--- src/rtl/flag_period_monitor_if.sv ---
// flag_period_monitor_if: divider flag input plus period/lock/error status of flag_period_monitor.
interface flag_period_monitor_if #(parameter int CNT_W = 8);
  logic             clk_flag;
  logic [CNT_W-1:0] period;
  logic             period_vld;
  logic             locked;
  logic             err;
  logic [CNT_W-1:0] err_cnt;
  modport master (output clk_flag, input period, period_vld, locked, err, err_cnt);
  modport slave (input clk_flag, output period, period_vld, locked, err, err_cnt);
endinterface

--- src/rtl/flag_period_monitor.sv ---
// flag_period_monitor: measures flag spacing, declares lock after a run of correct periods, flags errors/loss.
module flag_period_monitor #(
  parameter int EXP_PERIOD = 5,
  parameter int LOCK_CNT   = 4,
  parameter int TIMEOUT    = 20,
  parameter int CNT_W      = 8
) (
  input  logic                 sys_clk,
  input  logic                 sys_rst_n,
  flag_period_monitor_if.slave bus
);
  typedef enum logic [1:0] {IDLE, ACQ, LOCKED} state_t;
  localparam logic [CNT_W-1:0] CNT_MAX = '1;
  localparam logic [CNT_W-1:0] ONE = CNT_W'(1);
  state_t           r_state, w_state_nxt;
  logic [CNT_W-1:0] r_cnt, r_period, r_err_cnt;
  logic [3:0]       r_mcnt, w_mcnt_nxt, w_mcnt_inc;
  logic             r_period_vld, r_err, w_err_nxt, w_flag, w_match, w_timeout, w_meas;
  assign w_flag     = bus.clk_flag;
  assign w_match    = r_cnt == CNT_W'(EXP_PERIOD);
  assign w_timeout  = !w_flag && r_cnt == CNT_W'(TIMEOUT);
  assign w_meas     = w_flag && r_state != IDLE;
  assign w_mcnt_inc = r_mcnt + 4'd1;
  always_comb begin
    w_state_nxt = r_state;
    w_mcnt_nxt  = r_mcnt;
    w_err_nxt   = 1'b0;
    case (r_state)
      IDLE: if (w_flag) begin
        w_state_nxt = ACQ;
        w_mcnt_nxt  = '0;
      end
      ACQ: if (w_flag) begin
        w_mcnt_nxt  = w_match ? w_mcnt_inc : '0;
        w_state_nxt = (w_match && w_mcnt_inc == 4'(LOCK_CNT)) ? LOCKED : ACQ;
      end else if (w_timeout) w_state_nxt = IDLE;
      // a flag landing exactly on TIMEOUT takes the mismatch path, never the loss path
      default: if ((w_flag && !w_match) || w_timeout) begin
        w_state_nxt = w_flag ? ACQ : IDLE;
        w_mcnt_nxt  = '0;
        w_err_nxt   = 1'b1;
      end
    endcase
  end
  always_ff @(posedge sys_clk or negedge sys_rst_n)
    if (!sys_rst_n) begin
      r_state      <= IDLE;
      r_mcnt       <= '0;
      r_cnt        <= '0;
      r_period     <= '0;
      r_period_vld <= 1'b0;
      r_err        <= 1'b0;
      r_err_cnt    <= '0;
    end else begin
      r_state      <= w_state_nxt;
      r_mcnt       <= w_mcnt_nxt;
      r_cnt        <= w_flag ? ONE : (r_cnt == CNT_MAX ? r_cnt : r_cnt + ONE);
      r_period_vld <= w_meas;
      r_err        <= w_err_nxt;
      if (w_meas) r_period <= r_cnt;
      if (w_err_nxt && r_err_cnt != CNT_MAX) r_err_cnt <= r_err_cnt + ONE;
    end
  assign bus.period     = r_period;
  assign bus.period_vld = r_period_vld;
  assign bus.locked     = r_state == LOCKED;
  assign bus.err        = r_err;
  assign bus.err_cnt    = r_err_cnt;
endmodule

--- src/flat_wrapper.sv ---
// flat-port wrapper written by rule: the top's interface ports become plain ports
module flag_period_monitor_flat 
#(
  parameter int EXP_PERIOD = 5,
  parameter int LOCK_CNT   = 4,
  parameter int TIMEOUT    = 20,
  parameter int CNT_W      = 8
)
  (sys_clk, sys_rst_n, bus_clk_flag, bus_period, bus_period_vld, bus_locked, bus_err, bus_err_cnt);
  flag_period_monitor_if #(.CNT_W(CNT_W)) bus_i ();
  input  logic sys_clk;
  input  logic sys_rst_n;
  input wire logic [$bits(bus_i.clk_flag)-1:0] bus_clk_flag;
  output wire logic [$bits(bus_i.period)-1:0] bus_period;
  output wire logic [$bits(bus_i.period_vld)-1:0] bus_period_vld;
  output wire logic [$bits(bus_i.locked)-1:0] bus_locked;
  output wire logic [$bits(bus_i.err)-1:0] bus_err;
  output wire logic [$bits(bus_i.err_cnt)-1:0] bus_err_cnt;
  assign bus_i.clk_flag = bus_clk_flag;
  assign bus_period = bus_i.period;
  assign bus_period_vld = bus_i.period_vld;
  assign bus_locked = bus_i.locked;
  assign bus_err = bus_i.err;
  assign bus_err_cnt = bus_i.err_cnt;
  flag_period_monitor #(.EXP_PERIOD(EXP_PERIOD), .LOCK_CNT(LOCK_CNT), .TIMEOUT(TIMEOUT), .CNT_W(CNT_W)) u_core (.sys_clk(sys_clk), .sys_rst_n(sys_rst_n), .bus(bus_i));
endmodule
--- config.mk ---
export PLATFORM = sky130hd
export DESIGN_NAME = flag_period_monitor_flat
export DESIGN_NICKNAME = d
export VERILOG_FILES = /design/src/rtl/flag_period_monitor_if.sv /design/src/rtl/flag_period_monitor.sv /design/src/flat_wrapper.sv
export SDC_FILE = /design/constraint.sdc
export NUM_CORES = 1
export LEC_CHECK = 0
export BUFFER_PORTS_ARGS = -buffer_cell sky130_fd_sc_hd__buf_2
export CAP_MARGIN = 10
export CORE_MARGIN = 2
export CORE_UTILIZATION = 31
export DETAILED_ROUTE_END_ITERATION = 12
export GPL_ROUTABILITY_DRIVEN = 1
export PLACE_DENSITY = 0.57
export SLEW_MARGIN = 15
export SYNTH_ARGS = -nofsm -noshare
export SYNTH_HDL_FRONTEND = slang
export SYNTH_SLANG_ARGS = --single-unit
export TNS_END_PERCENT = 5
--- constraint.sdc ---
create_clock -name sys_clk -period 2 [get_ports sys_clk]
set_input_delay 0.4 -clock sys_clk [delete_from_list [all_inputs] [get_ports sys_clk]]
set_output_delay 0.4 -clock sys_clk [all_outputs]
set_load 0.005 [all_outputs]
==> results.yml <==
outcome:
  status: "finished, final reports clean"
place:
  hpwl_mm: 2.23
  port_buffers: 21
  routabilityCongestion: 0.758
  dpl_cell_area_sq_um: 1870
global_route:
  grt_overflow: 0
  grt_pass1_vias: 1181
  grt_max_degree: 33
  grt_pass1_wl_mm: 5.46
  antenna_found_initial: 0
  grt_util_all_layers: 0.116
sta:
  post-route-period-util: 0.910
  slew_viol_final: 0
  setup_viol: 0
  worst_pin_slew_ns: 0.704
  hold_violations: 0
  rsz0062_at_grt: "false"
  fin_setup_tns_ns: 0
  skew_ns: 0.00645
  fin_crit_ns: 1.82
  fmax_mhz: 549
  slew_headroom: 0.531
worst_setup_path:
  reg2regPathDepth: 5
  path_class: "reg2reg"
  worst_setup_path_end_kind: "flop"
  reg2reg_from: "u_core.r_cnt[5]"
  cp_data_required_time_ns: 2.16
  r2r_end: "u_core.bus.err_cnt[6]"
  reg2reg_slack_ns: 0.18
  cp_data_arrival_time_ns: 1.98
  crit_path_start_kind: "flop"
  cp_max_fo: 6
final_layout:
  area_growth_pct: 21.0
  register_area_sq_um: 801
  final_area_sq_um: 1960
  layout-drive-gt1-share: 0.281
  fillCellCount: 532
  multi_input_area_sq_um: 778
  nets: 193
  insertedDiodeCount: 0
floorplan:
  die_w_microns: 76.4
  die_h_microns: 76.4
  row_count: 26
  core-area_sq_um: 5070
  ios: 22
  start_util: 0.320
  die-area_sq_um: 5830
route:
  drtAntennaViolNets: 0
  dr.pass1.iters: 4
  vias: 1206
  drt_iter0_drc: 53
  vias_per_cell: 4.73
  route.detailed.drc: 0
  wire_per_inst_microns: 11.9
  drt_wl_total_mm: 3.04
synthesis:
  yosys_warnings: 0
  yosysMostFrequentCell: "dfrtp_1"
  yosysTopAreaCellShare: 0.493
  synth_edf_count: 0
  async_flop_share: 1.00
  syn_area_sq_um: 1620
  seq_area_frac_synth: 0.493
  ys.flop_type: "dfrtp_1"
  ys_types: 38
  avgSynthCellArea_sq_um: 10.8
  syn_inst: 150
  synth_seq_cells: 32
  synth_area_leaders: "dfrtp_1 49%, ha_1 4.6%, mux2_2 4.2%, nand2_1 3.5%, o21ai_0 3.4%"
  synth_area_leader_cell: "dfrtp_1"
  ys_top_cells_by_count: "32 x dfrtp_1, 15 x nand2_1, 12 x nor2_1, 11 x o21ai_0, 10 x nand3_1"
  syn-num-nets: 159
clocking:
  post_cts_resized: 0
  htreeDepth: 2
  post_cts_buffers: 0
  clock-sinks: 32
  clk_pin_slew_ns: 0.06
  cts_made_buffers: 5
  holdBufCountCts: 0
  cts_tree: "built"
  cts_buffer_depth: 2
  worstSkewPairLatency_ns: 0.28
  cts.root.buffer_cell: "clkbuf_8"
pwr:
  leakagePower_nw: 0.927
  vdd_drop_max_mv: 0.198
  powerDensity_nw_per_um2: 659
flow_run:
  maxCapViolations: 0
min_path:
  hp-class: "in2async"
per-layer routing:
metal	vias to the layer above	wire, microns	GRT usage
met3	6	87	0.0344
met4	0	63	0.0545
met1	587	1480	0.146
met2	12	1410	0.183
li1	601	-	-
met5	-	0	0
power by group:
part / internal (mW) / switching [mW] / leakage, nW
Combinational: 0.0468 / 0.0640 / 0.452
Sequential: 0.667 / 0.0158 / 0.430
Clock: 0.280 / 0.220 / 0.0455
Total: 0.994 / 0.300 / 0.927
metrics by stage:
| step | hold WS, ns | cells | setup WS (ns) | power (mW) | utilization |
|---|---|---|---|---|---|
| 6_report | 0.168 | 255 | 0.180 | 1.29 | 0.387 |
| 5_1_grt | 0.226 | 255 | 0.0790 | 1.37 | 0.387 |
| 4_1_cts | 0.201 | 255 | 0.164 | 1.31 | 0.387 |
| 3_5_place_dp | 0.473 | 247 | 0.179 | 0.809 | 0.369 |
| 3_3_place_gp | 0.460 | 247 | 0.213 | 0.808 | 0.369 |
| 2_1_floorplan | 0.104 | 150 | 0.184 | 0.757 | - |
logic make-up after synthesis:
group / after synthesis / synth area share
buffers and inverters: 11 / 0.0270
AOI/OAI and AO/OA: 27 / 0.113
and+or+nand+nor: 58 / 0.220
adders and majority gates: 6 / 0.0463
muxes: 10 / 0.0686
DFF: 32 / 0.493
xor gates and xnor gates: 6 / 0.0324
sequential cells by signal (all words and copies together), names as in the netlist:
signal	count
u_core.r_state	2
u_core.bus.err_cnt	8
u_core.bus.period	8
u_core.bus.err	1
u_core.r_cnt	8
u_core.r_mcnt	4
u_core.bus.period_vld	1
critical path, stage by stage, from the launching register on:
cell	delay (ns)
dfrtp_1	0.40
nor3b_4	0.32
a41oi_1	0.20
nand3b_4	0.24
nor3_2	0.21
mux2_1	0.33
how the worst max path moves through the flow:
stage | from | end | slack [ns] | cells past startpoint
floorplan | u_core.r_cnt[5] | u_core.bus.err_cnt[6] | 0.18 | 6
global placement | u_core.r_cnt[5] | u_core.bus.err_cnt[6] | 0.21 | 5
detailed placement | u_core.r_cnt[5] | u_core.bus.err_cnt[6] | 0.18 | 5
CTS | u_core.r_cnt[5] | u_core.bus.err_cnt[6] | 0.16 | 5
global route | u_core.r_cnt[5] | u_core.bus.err_cnt[6] | 0.08 | 5
finish | u_core.r_cnt[5] | u_core.bus.err_cnt[6] | 0.18 | 5
layout make-up:
type,count,share of cell area
tap,70,0.0446
multi-input combinational,107,0.396
timing repair buffer,31,0.0918
inverter,7,0.0134
clock buffer,8,0.0459
sequential,32,0.408
placed cells by master, fill, tap and decap left out, types with 2 or more instances in the layout:
| cell | count |
|---|---|
| nor3b_1 | 3 |
| clkbuf_1 | 2 |
| inv_1 | 7 |
| a21oi_1 | 3 |
| buf_4 | 10 |
| a31oi_1 | 2 |
| xor2_1 | 3 |
| dfrtp_1 | 32 |
| nand4_1 | 4 |
| mux2_2 | 6 |
| nor3b_2 | 3 |
| nand2_1 | 15 |
| nor2_1 | 12 |
| ha_1 | 6 |
| a41oi_1 | 2 |
| xnor2_1 | 3 |
| nand2b_1 | 2 |
| clkbuf_8 | 6 |
| o21ai_0 | 11 |
| buf_2 | 21 |
| mux2_1 | 3 |
| nor2b_1 | 2 |
| nand3_1 | 10 |
(Power assumes the default switching activity.)
